[config.mk]
export PLATFORM = sky130hd
export DESIGN_NAME = fetch_unit_flat
export DESIGN_NICKNAME = d
export VERILOG_FILES = /design/src/rtl/riscv_pkg.sv /design/src/rtl/fetch_unit_if.sv /design/src/rtl/fetch_unit.sv /design/src/flat_wrapper.sv
export SDC_FILE = /design/constraint.sdc
export NUM_CORES = 1
export LEC_CHECK = 0
export ABC_AREA = 1
export CORE_MARGIN = 1.5
export CORE_UTILIZATION = 50
export CTS_BUF_LIST = sky130_fd_sc_hd__clkbuf_8
export CTS_CLUSTER_DIAMETER = 120
export DETAILED_ROUTE_END_ITERATION = 10
export DONT_BUFFER_PORTS = 1
export PLACE_DENSITY_LB_ADDON = 0.12
export SLEW_MARGIN = 0
export SYNTH_ARGS = -nofsm -noshare
export SYNTH_HDL_FRONTEND = slang
export SYNTH_SLANG_ARGS = --single-unit
[constraint.sdc]
create_clock -name clk -period 1.85 [get_ports clk]
set_input_delay 0.37 -clock clk [delete_from_list [all_inputs] [get_ports clk]]
set_output_delay 0.37 -clock clk [all_outputs]
set_load 0.02 [all_outputs]
[src/rtl/riscv_pkg.sv]
// Shared RISC-V datapath constants.
// Only the register/address width is needed by the fetch stage.
// Purely declarative; no logic.
package riscv_pkg;
  localparam int XLEN = 32;
endpackage

[src/rtl/fetch_unit_if.sv]
// Fetch bus between fetch_unit, instruction_memory and the decoder.
// Latency: none; the interface is just wires.
// Backpressure: none on this bus; stall is carried as a scalar beside it.
// Signals:
//   instruction  word returned by instruction_memory for pc_out
//   pc_out       current PC (to instruction_memory.pc_in and the decoder)
//   pc_plus4     pc_out + 4, link value for JAL/JALR
//   instr_out    instruction forwarded to the decoder
//   instr_valid  instr_out is being issued this cycle
// master = fetch_unit side, slave = memory/decoder side.
interface fetch_unit_if;
  logic [riscv_pkg::XLEN-1:0] instruction;
  logic [riscv_pkg::XLEN-1:0] pc_out;
  logic [riscv_pkg::XLEN-1:0] pc_plus4;
  logic [riscv_pkg::XLEN-1:0] instr_out;
  logic                       instr_valid;

  modport master (
    input  instruction,
    output pc_out,
    output pc_plus4,
    output instr_out,
    output instr_valid
  );

  modport slave (
    output instruction,
    input  pc_out,
    input  pc_plus4,
    input  instr_out,
    input  instr_valid
  );
endinterface

[src/rtl/fetch_unit.sv]
// PC register and fetch control: sequential advance, redirect, stall, halt/resume, misaligned-target trap.
// Latency: 0 cycles PC->instruction (instruction_memory is combinational); PC updates on each rising edge.
// Backpressure: stall holds the PC and drops instr_valid; an aligned redirect still flushes under stall.
//
// Ports:
//   clk, rst_n        clock and asynchronous active-low reset
//   stall             hold PC, decoder not accepting
//   redirect_valid    branch/jump taken; redirect_pc is its target
//   halt_req, resume  enter / leave HALT (resume wins over halt_req in HALT)
//   fb                fetch bus (fetch_unit_if.master): instruction in; pc_out, pc_plus4,
//                     instr_out, instr_valid out
//   halted            block is in HALT
//   misalign_trap     one-cycle pulse, a redirect target was not word aligned
//   trap_pc           offending target, held until the next trap
//   fetch_count       64-bit issued-instruction counter, present only when the
//                     FETCH_COUNTER_EN macro is defined
module fetch_unit
  import riscv_pkg::*;
#(
  parameter logic [XLEN-1:0] RESET_VECTOR = 32'h0000_0000
) (
  input  logic            clk,
  input  logic            rst_n,
  input  logic            stall,
  input  logic            redirect_valid,
  input  logic [XLEN-1:0] redirect_pc,
  input  logic            halt_req,
  input  logic            resume,
  fetch_unit_if.master    fb,
  output logic            halted,
  output logic            misalign_trap,
  output logic [XLEN-1:0] trap_pc
`ifdef FETCH_COUNTER_EN
  ,
  output logic [63:0]     fetch_count
`endif
);

  typedef enum logic [1:0] {
    BOOT = 2'd0,
    RUN  = 2'd1,
    HALT = 2'd2
  } state_t;

  state_t          state_q;
  state_t          state_d;
  logic [XLEN-1:0] pc_q;
  logic [XLEN-1:0] pc_d;
  logic [XLEN-1:0] trap_pc_q;
  logic [XLEN-1:0] trap_pc_d;
  logic            trap_q;
  logic            trap_d;
  logic [XLEN-1:0] pc_next_seq;
  logic            misaligned;
  logic            issue;

  // Natural wrap at 2^XLEN: 0xFFFF_FFFC + 4 = 0.
  assign pc_next_seq = pc_q + XLEN'(4);
  assign misaligned  = redirect_valid && (redirect_pc[1:0] != 2'b00);
  assign issue       = (state_q == RUN) && !stall;

  // State and architectural registers.
  always_ff @(posedge clk or negedge rst_n) begin
    if (!rst_n) begin
      state_q   <= BOOT;
      pc_q      <= RESET_VECTOR;
      trap_pc_q <= '0;
      trap_q    <= 1'b0;
    end else begin
      state_q   <= state_d;
      pc_q      <= pc_d;
      trap_pc_q <= trap_pc_d;
      trap_q    <= trap_d;
    end
  end

  // Next-state and next-PC selection.
  always_comb begin
    state_d   = state_q;
    pc_d      = pc_q;
    trap_pc_d = trap_pc_q;
    trap_d    = 1'b0;

    // A misaligned target never reaches the PC; it is captured for the trap
    // handler in any active state and always parks the block in HALT.
    if ((state_q != BOOT) && misaligned) begin
      trap_d    = 1'b1;
      trap_pc_d = redirect_pc;
    end

    unique case (state_q)
      BOOT: begin
        state_d = RUN;
      end

      RUN: begin
        if (misaligned) begin
          state_d = HALT;
        end else if (redirect_valid) begin
          // Redirect flushes, so it is taken even while stalled.
          pc_d = redirect_pc;
        end else if (halt_req) begin
          state_d = HALT;
        end else if (!stall) begin
          pc_d = pc_next_seq;
        end
      end

      HALT: begin
        // stall has no effect here. An aligned redirect is the debugger's
        // PC write; a trap keeps the block halted even if resume is present.
        if (!misaligned) begin
          if (redirect_valid) begin
            pc_d = redirect_pc;
          end
          if (resume) begin
            state_d = RUN;
          end
        end
      end

      default: begin
        state_d = BOOT;
      end
    endcase
  end

  assign fb.pc_out      = pc_q;
  assign fb.pc_plus4    = pc_next_seq;
  assign fb.instr_out   = fb.instruction;
  assign fb.instr_valid = issue;
  assign halted         = (state_q == HALT);
  assign misalign_trap  = trap_q;
  assign trap_pc        = trap_pc_q;

`ifdef FETCH_COUNTER_EN
  logic [63:0] fetch_count_q;

  // Counts issued instructions; wraps naturally at 2^64.
  always_ff @(posedge clk or negedge rst_n) begin
    if (!rst_n) begin
      fetch_count_q <= '0;
    end else if (issue) begin
      fetch_count_q <= fetch_count_q + 64'd1;
    end
  end

  assign fetch_count = fetch_count_q;
`endif

endmodule
[src/flat_wrapper.sv]
// flat-port wrapper written by rule: the top's interface ports become plain ports
module fetch_unit_flat import riscv_pkg::*;
#(
  parameter logic [XLEN-1:0] RESET_VECTOR = 32'h0000_0000
)
  (clk, rst_n, stall, redirect_valid, redirect_pc, halt_req, resume, halted, misalign_trap, trap_pc, fb_instruction, fb_pc_out, fb_pc_plus4, fb_instr_out, fb_instr_valid);
  fetch_unit_if fb_i ();
  input  logic clk;
  input  logic rst_n;
  input  logic stall;
  input  logic redirect_valid;
  input  logic [XLEN-1:0] redirect_pc;
  input  logic halt_req;
  input  logic resume;
  output logic halted;
  output logic misalign_trap;
  output logic [XLEN-1:0] trap_pc;
  input wire logic [$bits(fb_i.instruction)-1:0] fb_instruction;
  output wire logic [$bits(fb_i.pc_out)-1:0] fb_pc_out;
  output wire logic [$bits(fb_i.pc_plus4)-1:0] fb_pc_plus4;
  output wire logic [$bits(fb_i.instr_out)-1:0] fb_instr_out;
  output wire logic [$bits(fb_i.instr_valid)-1:0] fb_instr_valid;
  assign fb_i.instruction = fb_instruction;
  assign fb_pc_out = fb_i.pc_out;
  assign fb_pc_plus4 = fb_i.pc_plus4;
  assign fb_instr_out = fb_i.instr_out;
  assign fb_instr_valid = fb_i.instr_valid;
  fetch_unit #(.RESET_VECTOR(RESET_VECTOR)) u_core (.clk(clk), .rst_n(rst_n), .stall(stall), .redirect_valid(redirect_valid), .redirect_pc(redirect_pc), .halt_req(halt_req), .resume(resume), .fb(fb_i), .halted(halted), .misalign_trap(misalign_trap), .trap_pc(trap_pc));
endmodule
==> flow_summary.toml <==
[timing]
slew_violations = 0
maxSlewHeadroom_pct = 60.1
period_share_pct = 115
setup_viol = 27
fin_worst_skew_ps = 9.38
hold_violations = 67
fmax_mhz = 472
fin_hold_ws_ps = -300
layout_setup_ws_ps = -268
max_slew.worst_pin.slew_ps = 598
rsz0062_at_grt = "yes"
fin_crit_ps = 2120

[cells_and_area]
drive_above_1_share_pct = 28.0
n_antenna_cell = 0
utilization_pct = 62.6
layout.nets = 670
area_growth_syn_to_layout_pct = 20.5
final_area_um2 = 4860
nFillCells = 696

[floorplan]
dieArea_um2 = 8610
die_w_um = 92.8
initial_core_util_pct = 51.9
design.core.area_um2 = 7770
num_rows = 32
ios = 201
die_y_um = 92.8

[outcome]
violations = "hold timing, setup timing"
status = "complete, but fails checks"

[routing]
antenna_left = 0
vias_per_cell = 5.33
detail_route.wl_per_cell_um = 16.4
drc = 0
drt-initial-drc-count = 142
routed_wl_um = 11600
vias = 3760
dr.pass1.iters = 4

[global_route]
grt_pass1_wl_um = 18500
track_usage_pct = 27.4
grt_pass1_vias = 3857
antenna_found_initial = 0
grt_max_degree = 68
gr-total-overflow = 0

[clock_tree]
worstSkewPairLatency_ps = 350
htree_levels = 3
cts_tree = "built"
clockBufferDepth = 2
cts.clk_slew.worst_paths_ps = 90
cts-root-buf = "clkbuf_8"
cts_num_sinks = 67
cts_buffers = 9

[placed_design]
placed_cell_area_um2 = 4200
port_buffers = 0
gp_congestion = 0.876
dp_hpwl_um = 8050

[critical_path]
critical-path-slowest-cell = "dfrtp_2"
path_depth = 7
r2r_start = "u_core.state_q[1]"
reg2reg_slack_ps = 200
critPathMaxFanout = 5
r2r-end = "u_core.fb.pc_out[18]"
endpoint_kind = "primary output"
critPathArrivalTime_ps = 1750
cp_data_required_time_ps = 1480
start_kind = "register"
startpoint = "u_core.fb.pc_out[3]"
crit_buf_inv = 1
path_class = "reg2out"
rr_worst_depth = 9
slowest_delay_ps = 410
path_delay_family = "simple AND/OR/NAND/NOR gates"
path_cells = "buf_6 > nand2_4 > nor2_4 > nand2_2 > nor2_4 > nand3b_1 > nand2_4"
critPathCapture = "fb_pc_plus4[23]"

[synthesis]
ys.flop_type = "dfrtp_1"
yosys.area.top_type_share_pct = 41.6
ys.warnings.count = 0
synthTopCellsByCount = "nand2_1 (286), dfrtp_1 (67), inv_1 (39)"
synth_seq_cells = 67
synth-async-reset-ratio_pct = 100
yosysMostFrequentCell = "nand2_1"
synthCells = 581
synth-edff-count = 0
syn_area_per_cell_um2 = 6.94
syn_nets = 652
ys_types = 26
netlist_area_um2 = 4030
yosysSeqAreaShare_pct = 41.6
yosys.area.top_type = "dfrtp_1"
yosys-top-cells-area = "dfrtp_1 (42%), nand2_1 (27%), buf_4 (6.5%), inv_1 (3.6%), nor2_1 (3.4%)"

[power]
pwr-share-seq_pct = 37.9
p_leak_nw = 2.47
power.density_nw_per_um2 = 1720
pwr-share-clk_pct = 15.5
p_sw_w = 0.00417
ir_drop_mv = 0.958
p_comb_share_pct = 46.6
switching_share_pct = 49.9
power.internal_w = 0.00418

[hold_path]
hold_path_class = "in2async"

[flow_run]
drv_cap = 0
-- per-stage QoR --
stage	TNS, ps	total power [W]	hold slack, ps	setup WS, ps	instances
floorplan	0	0.00550	74.4	15.7	581
global placement	0	0.00647	75.7	50.1	681
detailed placement	0	0.00655	75.9	24.7	681
CTS	-4840	0.00812	-310	-261	701
global route	-6910	0.00889	-318	-384	706
finish	-4570	0.00834	-300	-268	706
-- state kept, by name, summed over array words and instances (netlist names) --
name / count
u_core.fb.pc_out: 32
u_core.misalign_trap: 1
u_core.state_q: 2
u_core.trap_pc: 32
-- power by group through the flow --
stage | combinational (W) | clock [W] | sequential, W
floorplan | 0.00206 | 0 | 0.00343
finish | 0.00389 | 0.00129 | 0.00316
global placement | 0.00334 | 0 | 0.00313
detailed placement | 0.00340 | 0 | 0.00315
global route | 0.00428 | 0.00137 | 0.00325
CTS | 0.00366 | 0.00131 | 0.00315
-- kinds of logic (layout without fill, tap and decap cells) --
logic type,count (synthesis),in the layout,share of synthesized area [%]
buffers and inverters,98,121,12.7
XOR/XNOR,10,10,2.36
flip-flops,67,67,41.6
AO/OA/AOI/OAI,18,18,2.67
adder cells (fa/ha/maj),1,1,0.310
AND/OR/NAND/NOR,387,387,40.3
-- final cells by class --
class / count / area (µm²) / area share [%]
Clock buffer: 9 / 124 / 2.55
Clock inverter: 7 / 76.3 / 1.57
Inverter: 49 / 186 / 3.84
Multi-Input combinational cell: 416 / 2200 / 45.2
Sequential cell: 67 / 1680 / 34.6
Tap cell: 102 / 128 / 2.63
Timing Repair Buffer: 56 / 467 / 9.60
-- routing by layer --
metal | vias up | share of wire, % | track usage (%)
met3 | 24 | 10 | 8.21
met1 | 1801 | 40 | 33.8
met4 | 0 | 1.5 | 9.34
li1 | 1779 | - | -
met5 | - | 0 | 0
met2 | 156 | 48 | 45.5
-- layout by cell type (no fill, tap or decap), types with 6 or more instances in the layout --
master and count:
buf_4 46, buf_6 9, clkbuf_8 9, dfrtp_1 62, inv_1 37, inv_2 12, nand2_1 257, nand2_2 24
nand2_4 11, nand3_1 21, nand3b_1 7, nand4_1 15, nor2_1 22, nor2_2 10, nor2_4 12, o21ai_2 6
-- worst min-delay path by stage --
| stage | startpoint | endpoint | slack [ps] | depth (start not counted) |
|---|---|---|---|---|
| after floorplan | rst_n | u_core.fb.pc_out[0] | 70 | 0 |
| after global placement | rst_n | u_core.misalign_trap | 80 | 0 |
| after detailed placement | rst_n | u_core.trap_pc[24] | 80 | 0 |
| after CTS | rst_n | u_core.trap_pc[24] | -310 | 0 |
| after global routing | rst_n | u_core.trap_pc[27] | -320 | 0 |
| final | rst_n | u_core.trap_pc[24] | -300 | 0 |
-- what timing repair did --
action	in CTS	in global routing
cloned	0	0
gates resized for setup	61	47
buffers inserted	4	5
setup endpoints to repair	26	27
pin swaps	27	22
hold endpoints to repair	67	67
No activity file was read; power rests on OpenSTA's default activity.
